==> config.mk <==
export PLATFORM = sky130hd
export DESIGN_NAME = wc_tile_feeder
export DESIGN_NICKNAME = d
export VERILOG_FILES = /design/src/rtl/wc_tile_feeder.sv
export SDC_FILE = /design/constraint.sdc
export NUM_CORES = 1
export LEC_CHECK = 0
export CAP_MARGIN = 20
export CORE_MARGIN = 5
export CORE_UTILIZATION = 50
export CTS_BUF_LIST = sky130_fd_sc_hd__clkbuf_2
export CTS_CLUSTER_SIZE = 28
export DETAILED_ROUTE_END_ITERATION = 10
export PLACE_DENSITY = 0.74
export SYNTH_ARGS = -nofsm -noshare
export SYNTH_HDL_FRONTEND = slang
export SYNTH_SLANG_ARGS = --single-unit
==> constraint.sdc <==
create_clock -name clk -period 5.4 [get_ports clk]
set_clock_uncertainty 0.15 [all_clocks]
set_input_delay 1.62 -clock clk [delete_from_list [all_inputs] [get_ports clk]]
set_output_delay 1.62 -clock clk [all_outputs]
set_load 0.01 [all_outputs]
==> src/rtl/wc_tile_feeder.sv <==
// Sliding 6-sample window feeding overlapped tiles (stride 3) to a Winograd core.
// A tile is captured into an output register and held until downstream consumes it.
module wc_tile_feeder #(
   parameter int DW = 10
) (
   input  logic              clk,
   input  logic              rst,
   input  logic              in_valid,
   input  logic [DW-1:0]     in_data,
   input  logic              in_sof,
   output logic              in_ready,
   output logic [6*DW-1:0]   D,
   output logic              out_valid,
   input  logic              out_ready,
   output logic [7:0]        tile_idx
);

   localparam logic ST_FILL   = 1'b0;
   localparam logic ST_STRIDE = 1'b1;

   logic [6*DW-1:0] win_q, win_d;
   logic [6*DW-1:0] tile_q, tile_d;
   logic [2:0]      fill_q, fill_d;
   logic [1:0]      stride_q, stride_d;
   logic            state_q, state_d;
   logic [7:0]      next_idx_q, next_idx_d;
   logic [7:0]      idx_q, idx_d;
   logic            valid_q, valid_d;
   logic            accept_s;
   logic            complete_s;

   assign in_ready  = !valid_q || out_ready;
   assign accept_s  = in_valid && in_ready;
   assign D         = tile_q;
   assign out_valid = valid_q;
   assign tile_idx  = idx_q;

   // Window shift, fill/stride bookkeeping and tile capture
   always_comb begin
      win_d      = win_q;
      tile_d     = tile_q;
      fill_d     = fill_q;
      stride_d   = stride_q;
      state_d    = state_q;
      next_idx_d = next_idx_q;
      idx_d      = idx_q;
      valid_d    = valid_q;
      complete_s = 1'b0;

      if (accept_s) begin
         win_d = {win_q[5*DW-1:0], in_data};
         if (in_sof) begin
            // A new frame restarts counting from this very sample
            fill_d     = 3'd1;
            stride_d   = 2'd0;
            state_d    = ST_FILL;
            next_idx_d = 8'd0;
         end else begin
            case (state_q)
               ST_FILL: begin
                  fill_d = fill_q + 3'd1;
                  if (fill_q == 3'd5) begin
                     state_d    = ST_STRIDE;
                     stride_d   = 2'd0;
                     complete_s = 1'b1;
                  end else begin
                     state_d = ST_FILL;
                  end
               end
               ST_STRIDE: begin
                  if (stride_q == 2'd2) begin
                     stride_d   = 2'd0;
                     complete_s = 1'b1;
                  end else begin
                     stride_d = stride_q + 2'd1;
                  end
               end
               default: begin
                  state_d = ST_FILL;
               end
            endcase
         end
      end else begin
         win_d = win_q;
      end

      if (complete_s) begin
         tile_d     = win_d;
         valid_d    = 1'b1;
         idx_d      = next_idx_q;
         next_idx_d = next_idx_q + 8'd1;
      end else if (valid_q && out_ready) begin
         valid_d = 1'b0;
      end else begin
         valid_d = valid_q;
      end
   end

   // State registers, cleared asynchronously
   always_ff @(posedge clk or posedge rst) begin
      if (rst) begin
         win_q      <= '0;
         tile_q     <= '0;
         fill_q     <= 3'd0;
         stride_q   <= 2'd0;
         state_q    <= ST_FILL;
         next_idx_q <= 8'd0;
         idx_q      <= 8'd0;
         valid_q    <= 1'b0;
      end else begin
         win_q      <= win_d;
         tile_q     <= tile_d;
         fill_q     <= fill_d;
         stride_q   <= stride_d;
         state_q    <= state_d;
         next_idx_q <= next_idx_d;
         idx_q      <= idx_d;
         valid_q    <= valid_d;
      end
   end

endmodule
* After elaboration in Yosys (flattened, before gate mapping)
Cells that the tools add are included.
Storage, ports and cells: bits in registers 143, latch bits 0, RAM bits 0, bits in read-only memories 0, output and inout port bits 70, logic and storage cells 45, memories kept 0
Operators by class: add/sub/neg operators 3, $mul 0, div/mod/pow operators 0, magnitude comparators 0, eq/ne operators 4, shifts and indexed selects 0, muxes and demuxes 19, bitwise logic cells 1, reduce and logical (&&, ||, !) cells 10
Operators with widths (number):
- $mux 60 | 1
- $mux 8 | 3
- $add 8x1->8 const B | 1
- $mux 1 | 8
- $mux 2 | 3
- $mux 3 | 2
- $reduce_and 2->1 | 3
- $reduce_bool 2->1 | 3
- $pmux 2 s2 | 1
- $add 3x1->3 const B | 1
- $eq 3x3->1 const B | 1
- $ne 3x3->1 const B | 1
- $add 2x1->2 const B | 1
- $eq 2x2->1 const B | 1
- $logic_and 1x1->1 | 2
- $ne 2x2->1 const B | 1
- $pmux 1 s2 | 1
- $logic_not 1->1 | 1
- $logic_or 1x1->1 | 1
- $not 1->1 | 1

* Logic depth before layout (Yosys ltp)
Gate-level depths: netlist of run 1.
depth after elaboration 7, mapped depth 7, mapped depth without buffers 6

* Least setup slack after synthesis of run 1
No wires, ideal clock.
kind input -> output, start input port out_ready, end output port in_ready, arrival 2130 ps, setup slack 1500 ps, cell stages on the path 2, cell sequence nor2b_1 > inv_1
On the way: cells in the longest elaborated chain, start to end 1
Ends and longest elaborated chain:
- from (decl) | line 14 | input logic out_ready,
- $logic_or 1x1->1 | line 32 | assign in_ready = !valid_q || out_ready;
- to (decl) | line 11 | output logic in_ready,
No other way between the ends.

* Worst setup path in the final report of run 1
Ends and elaborated chain as after synthesis.

==> results.md, run 1 <==
* Post-layout minimum cycle time at 4.98 ns
* Vias in the first global route at 3610
* Initial antenna violation count at 1
* Hold Crit Class: flip-flop to flip-flop
* Crit-path most repeated cell: clkdlybuf4s50_1
* Outcome: finished clean
* Period utilisation layout at 0.922
* CP Data Arrival Time at 3.21 ns
* Distinct cells, synth at 42
* PortBufs at 84
* R2R Path Start: fill_q[1]
* H-tree Lvls at 4
* Mapped Avg Cell Area at 11.7 sq um
* Initial core utilization at 0.515
* Combinational share of power at 0.326
* Core Area at 0.0103 sq mm
* Synthesized area at 0.00531 sq mm
* WP buf/inv at 3
* Crit path launch: out_ready
* Max cap viols at 0
* Crit Path Class: input pin to primary output
* Seq cells post-synth at 133
* DIE WIDTH at 113 microns
* Pwr dens at 508 mW/mm^2
* Worst setup path end: in_ready
* First-pass iteration count of the detailed router at 4
* Yosys warnings at 0
* Peak Freq at 0.201 GHz
* Worst path slowest cell: clkdlybuf4s50_1
* Sequential fraction of the synthesis area at 0.626
* DR iter-0 viols at 182
* Setup violations, final at 0
* Hpwl dp at 6.69 mm
* Skew-Pair Late Insertion Delay at 0.61 ns
* Post-cts sizing count at 0
* Slew Limit Fails at 0
* Layout area overhead at 23.6%
* # DRC at 0
* Internal power at 2280 uW
* Clock sink count at 133
* CP startpoint kind: input pin
* Routed len/inst at 14.8 microns
* EDFF count, synth at 0
* CTS buffer count at 17
* Largest net degree at the start of global routing at 117
* Switching share of power at 0.317
* Psw at 1060 uW
* Worst reg2reg path depth at 6
* Crit path cell chain: clkdlybuf4s50_1, nor2b_1, inv_1, clkdlybuf4s50_1
* Worst-path clk slew at 0.19 ns
* Global-route wire length before repair at 17.6 mm
* Maximum VDD drop at 0.219 mV
* CP endpoint kind: primary output
* TNS Setup at 0 ns
* Unrepaired setup endpoints after global routing: no
* Tightest Pin Transition at 0.844 ns
* Die H at 113 microns
* WP depth at 4
* Total congestion overflow at 0
* Clock power frac at 0.203
* Rel. slew slack at 0.436
* Critical path peak fanout at 6
* Clock Path Buffers at 2
* Total Power at 3340 uW
* Tot GR Track Use at 0.170
* R2R Setup Slk at 2.93 ns
* Routed wire length at 10.2 mm
* Ys async rst share at 1.00
* Worst r2r dst: D[28]
* Vias per cell at 5.10
* Required @ worst endpoint at 3.63 ns
* Root Driver: clkbuf_2
* Synth Instances at 456
* Hold slack at 0.350 ns
* I/O pins at 85
* Seq pwr share at 0.470
* Die ar. at 0.0128 sq mm
* Share of layout cells above drive strength 1 at 0.0996
* CTS tree: built
* Final Hold Viols at 0
* Mapped Nets at 474
* NumNets Final at 557
* CP delay by family, top: buffers and inverters
* Via count of the routed design at 3515
* Num rows at 37
* Cts hold-fix bufs at 0
* Largest stage delay on the critical path at 0.52 ns
* DRT antenna net count at 0
* Leak at 0.00321 uW
* Gpl congestion at 0.755
* # fillers at 848
* Ys flop type: dfrtp_1
* Post-CTS Setup Inserts at 0
==> registers in the layout, indices dropped and copies added (netlist names) <==
name,cells
out_valid,1
state_q,1
stride_q,2
fill_q,3
D,60
tile_idx,8
win_q,50
next_idx_q,8
==> cells in the final DEF, fill, tap and decap left out, types with 5 or more instances in the layout <==
cell,Yosys,routed
buf_4,1,5
nor2_1,6,5
clkbuf_2,0,18
mux2_1,57,57
inv_1,8,7
o21ai_0,5,5
nand2_1,160,159
mux2_2,11,11
clkdlybuf4s50_1,0,84
dfrtp_1,133,133
==> Yosys cell counts, types with 2 or more instances <==
cell type / n / area, sq um
a211o_1: 3 / 26.3
a21oi_1: 3 / 15.0
a31oi_1: 2 / 12.5
and3_1: 2 / 12.5
buf_1: 2 / 7.51
buf_2: 10 / 50.1
buf_6: 2 / 22.5
clkbuf_1: 11 / 41.3
dfrtp_1: 133 / 3330
ha_1: 3 / 37.5
inv_1: 8 / 30.0
mux2_1: 57 / 642
mux2_2: 11 / 124
mux2i_1: 3 / 30.0
nand2_1: 160 / 601
nand3_1: 2 / 10.0
nand4_1: 3 / 18.8
nor2_1: 6 / 22.5
nor2b_1: 3 / 18.8
nor3_1: 4 / 20.0
o211ai_1: 3 / 22.5
o21ai_0: 5 / 25.0
==> worst min-delay path by stage <==
stage	from	to	slack [ns]	depth (start not counted)
floorplan	win_q[43]	win_q[43]	0.29	2
global placement	win_q[42]	win_q[42]	0.31	2
detailed placement	win_q[40]	win_q[40]	0.31	2
CTS	win_q[10]	win_q[20]	0.35	2
global route	D[34]	D[34]	0.38	1
finish	win_q[40]	win_q[40]	0.35	2
==> power groups by stage <==
| stage | logic (uW) | clock network (uW) | registers (uW) |
|---|---|---|---|
| after floorplan | 441 | 0 | 1640 |
| after global routing | 1190 | 748 | 1630 |
| after CTS | 1110 | 703 | 1580 |
| after global placement | 1070 | 0 | 1580 |
| after detailed placement | 1100 | 0 | 1600 |
| final | 1090 | 679 | 1570 |
==> cell type report <==
class / instances / area [sq um] / area share
antenna: 1 / 2.50 / 0.000381
clock buffer: 18 / 90.1 / 0.0137
clock inverter: 14 / 201 / 0.0307
inverter: 8 / 35.0 / 0.00533
multi-input combinational: 289 / 1840 / 0.280
sequential: 133 / 3330 / 0.507
tap: 136 / 170 / 0.0259
timing repair buffer: 90 / 906 / 0.138
==> tightest hold or removal path, cell delays in order, from the launching register on <==
cell and delay, ns:
dfrtp_1 0.38, nand2_1 0.05, nand2_1 0.05
==> logic make-up (layout without fill, tap and decap cells) <==
kind of cell    after synthesis  count (layout)  share of synthesized area
other cells                   0               1                          0
buf+inv                      34             130                     0.0299
flops                       133             133                      0.626
simple gates                186             186                      0.144
mux                          71              71                      0.150
fa+ha+maj                     3               3                    0.00706
compound gates               29              29                     0.0431
==> per-stage QoR <==
stage               setup WS, ns  instance area, sq um  std cells  utilization
detailed placement         0.421                  6250        655        0.605
floorplan                 0.0756                  5310        456            -
CTS                        0.419                  6540        687        0.633
finish                     0.420                  6570        689        0.636
global placement           0.437                  6250        655        0.605
global route               0.328                  6570        689        0.636
==> layer usage <==
layer / wire length (microns) / vias up / track usage
met1: 4780 / 1714 / 0.237
met2: 4660 / 97 / 0.258
met3: 669 / 6 / 0.0529
met4: 101 / 0 / 0.0545
met5: 0 / - / 0
li1: - / 1698 / -
Note: power is estimated with default switching activity, not from simulation.
==> inputs of run 2 (changes only) <==
--- a/config.mk
+++ b/config.mk
@@ -7,11 +7,12 @@
 export LEC_CHECK = 0
 export CAP_MARGIN = 20
 export CORE_MARGIN = 5
-export CORE_UTILIZATION = 50
+export CORE_UTILIZATION = 25
 export CTS_BUF_LIST = sky130_fd_sc_hd__clkbuf_2
 export CTS_CLUSTER_SIZE = 28
 export DETAILED_ROUTE_END_ITERATION = 10
-export PLACE_DENSITY = 0.74
+export PLACE_DENSITY = 0.41
+export SETUP_SLACK_MARGIN = 0.3
 export SYNTH_ARGS = -nofsm -noshare
 export SYNTH_HDL_FRONTEND = slang
 export SYNTH_SLANG_ARGS = --single-unit
==> run 2 against run 1 <==
  * Clock power is 13% lower
  * Core utilization shrank 32 points
  * Critical path depth unchanged
  * Global-route usage down 6.3 points
  * Cell count grew 20%
  * Sequential power hardly changed
  * First-iteration DRC count fell by 30%
  * Critical path type unchanged
==> results.md, run 2 (synthesis results as in run 1) <==
* Num rows at 53 (+43%)
* Worst reg2reg path depth at 6 (unchanged)
* Cts hold-fix bufs at 0 (unchanged)
* Fin area at 0.00667 sq mm (+1.6%)
* Total congestion overflow at 0 (unchanged)
* Root Driver: clkbuf_2
* Endpoint, Worst Hold: win_q[48]
* Slew Limit Fails at 0 (unchanged)
* CP delay by family, top: buffers and inverters
* Crit Path Class: input pin to primary output
* Hpwl dp at 7.75 mm (+16%)
* Unrepaired setup endpoints after global routing: no
* CP startpoint kind: input pin
* Pwr dens at 486 mW/mm^2 (-4.3%)
* Peak Freq at 0.208 GHz (+3.8%)
* Routed len/inst at 14.7 microns (-0.83%)
* Tightest Pin Transition at 0.833 ns (-0.0107 ns)
* CP Data Arrival Time at 3.03 ns (-0.18 ns)
* Tot GR Track Use at 0.107 (-0.0630)
* CP endpoint kind: primary output
* GRT busiest layer: met2
* Crit path cell chain: clkdlybuf4s50_1, nor2b_2, inv_1, clkdlybuf4s50_1
* CTS tree: built
* Crit-path most repeated cell: clkdlybuf4s50_1
* Layout area overhead at 25.6%
* Worst-path clk slew at 0.18 ns (about the same)
* DIE WIDTH at 156 microns (+38%)
* Met2 Use GR at 0.162 (-0.0963)
* TNS Setup at 0 ns (unchanged)
* Required @ worst endpoint at 3.63 ns (about the same)
* R2R Path Start: fill_q[1]
* Setup violations, final at 0 (unchanged)
* Post-layout minimum cycle time at 4.80 ns (-0.182 ns)
* PortBufs at 84 (unchanged)
* Post-DP Area at 0.00644 sq mm (+3.1%)
* Largest stage delay on the critical path at 0.51 ns (about the same)
* Period utilisation layout at 0.889 (-0.0338)
* Clock Path Buffers at 2 (unchanged)
* CTS buffer count at 17 (unchanged)
* Routed wire length at 12.2 mm (+19%)
* Hold slack at 0.350 ns (+0.000533 ns)
* Gpl congestion at 0.705 (-6.6%)
* Max reg flops at 60 (unchanged)
* # DRC at 0 (unchanged)
* Rel. slew slack at 0.443 (+0.00713)
* Leak at 0.00318 uW (-1.1%)
* Worst Hold Path Cells at 2 (unchanged)
* Initial core utilization at 0.254 (-0.261)
* Global-route wire length before repair at 20.6 mm (+17%)
* DR iter-0 viols at 127 (-30%)
* Die ar. at 0.0243 sq mm (+90%)
* Critical path peak fanout at 6 (unchanged)
* Final Hold Viols at 0 (unchanged)
* Outcome: finished clean
* R2R Setup Slk at 2.91 ns (-0.02 ns)
* Share of layout cells above drive strength 1 at 0.0978 (-0.00181)
* Via count of the routed design at 3555 (+1.1%)
* Met1 Usage GRT at 0.142 (-0.0944)
* Commonest non-fill, non-tap cell in the layout: nand2_1
* Worst r2r dst: D[27]
* Most frequent cells in the layout: 159 x nand2_1, 133 x dfrtp_1, 84 x clkdlybuf4s50_1, 57 x mux2_1, 18 x clkbuf_2
* # fillers at 2202 (+160%)
* Vias in the first global route at 3789 (+5.0%)
* Hold Crit Class: flip-flop to flip-flop
* Total Power at 3250 uW (-2.8%)
* Hold path start: win_q[48]
* Core Area at 0.0210 sq mm (+100%)
* Initial antenna violation count at 1 (unchanged)
* WP buf/inv at 3 (unchanged)
* Worst path slowest cell: clkdlybuf4s50_1
* Die H at 156 microns (+38%)
* First-pass iteration count of the detailed router at 4 (unchanged)
* Skew-Pair Late Insertion Delay at 0.69 ns (+0.08 ns)
* Max cap viols at 0 (unchanged)
* H-tree Lvls at 4 (unchanged)
* DRT antenna net count at 0 (unchanged)
* Largest net degree at the start of global routing at 71 (-39%)
* Clock sink count at 133 (unchanged)
* I/O pins at 85 (unchanged)
* NumNets Final at 557 (unchanged)
* M3 GR Usage at 0.0383 (-0.0147)
* Vias per cell at 4.29 (-16%)
* Maximum VDD drop at 0.181 mV (-17%)
-- run 2: changes by cell type in the layout (fill, tap and decap cells not counted) --
cell and delta:
buf_16 -1, clkinv_2 +3, buf_12 +1, nor2b_1 -1, bufinv_16 -2, inv_6 -4, nor2b_2 +1, clkinvlp_4 +1
clkinv_1 +2
-- run 2: per-stage QoR --
stage | cells | utilization | setup WS, ns
2_1_floorplan | 456 | - | 1.50
3_3_place_gp | 795 | 0.307 | 0.404
3_5_place_dp | 795 | 0.307 | 0.355
4_1_cts | 827 | 0.318 | 0.371
5_1_grt | 828 | 0.318 | 0.515
6_report | 828 | 0.318 | 0.602
-- run 2: worst max path at each step --
stage          startpoint  endpoint  slack, ns  cells past startpoint
2_1_floorplan   out_ready  in_ready       1.50                      2
3_5_place_dp    out_ready  in_ready       0.36                      4
3_3_place_gp    out_ready  in_ready       0.40                      4
6_report        out_ready  in_ready       0.60                      4
4_1_cts         out_ready  in_ready       0.37                      4
5_1_grt         out_ready  in_ready       0.51                      4
-- run 2: power breakdown --
part,internal (uW),switching [uW],total (uW)
combinational,631,457,1090
clock,210,378,588
sequential,1340,233,1570
total,2180,1070,3250
-- run 2: worst reg2reg max path, stage by stage, from the launching register on --
cell       delay (ns)
dfrtp_1          0.44
inv_1            0.08
ha_1             0.24
nand3b_4         0.14
a2111oi_4        0.33
buf_4            0.57
mux2_1           0.41
-- run 2: metal layers --
| metal | vias to the layer above | wire [microns] |
|---|---|---|
| li1 | 1693 | - |
| met1 | 1768 | 5900 |
| met2 | 84 | 5450 |
| met3 | 10 | 637 |
| met4 | 0 | 175 |
| met5 | - | 0 |
-- run 2: cell type report --
type                    instances  area [sq um]  area share
flip-flops and latches        133          3330       0.499
multi-input cells             289          1840       0.276
repair buffers                 90           898       0.135
well taps                     275           344      0.0516
clock inverters                14           138      0.0206
clock buffers                  18          90.1      0.0135
inverters                       8          33.8     0.00506
diodes                          1          2.50    0.000375
-- run 2: timing repair --
action / in CTS / in global routing
endpoints found under the setup margin: 0 / 1
setup buffers: 0 / 0
resized for setup: 0 / 1
hold endpoints to repair: 0 / 0
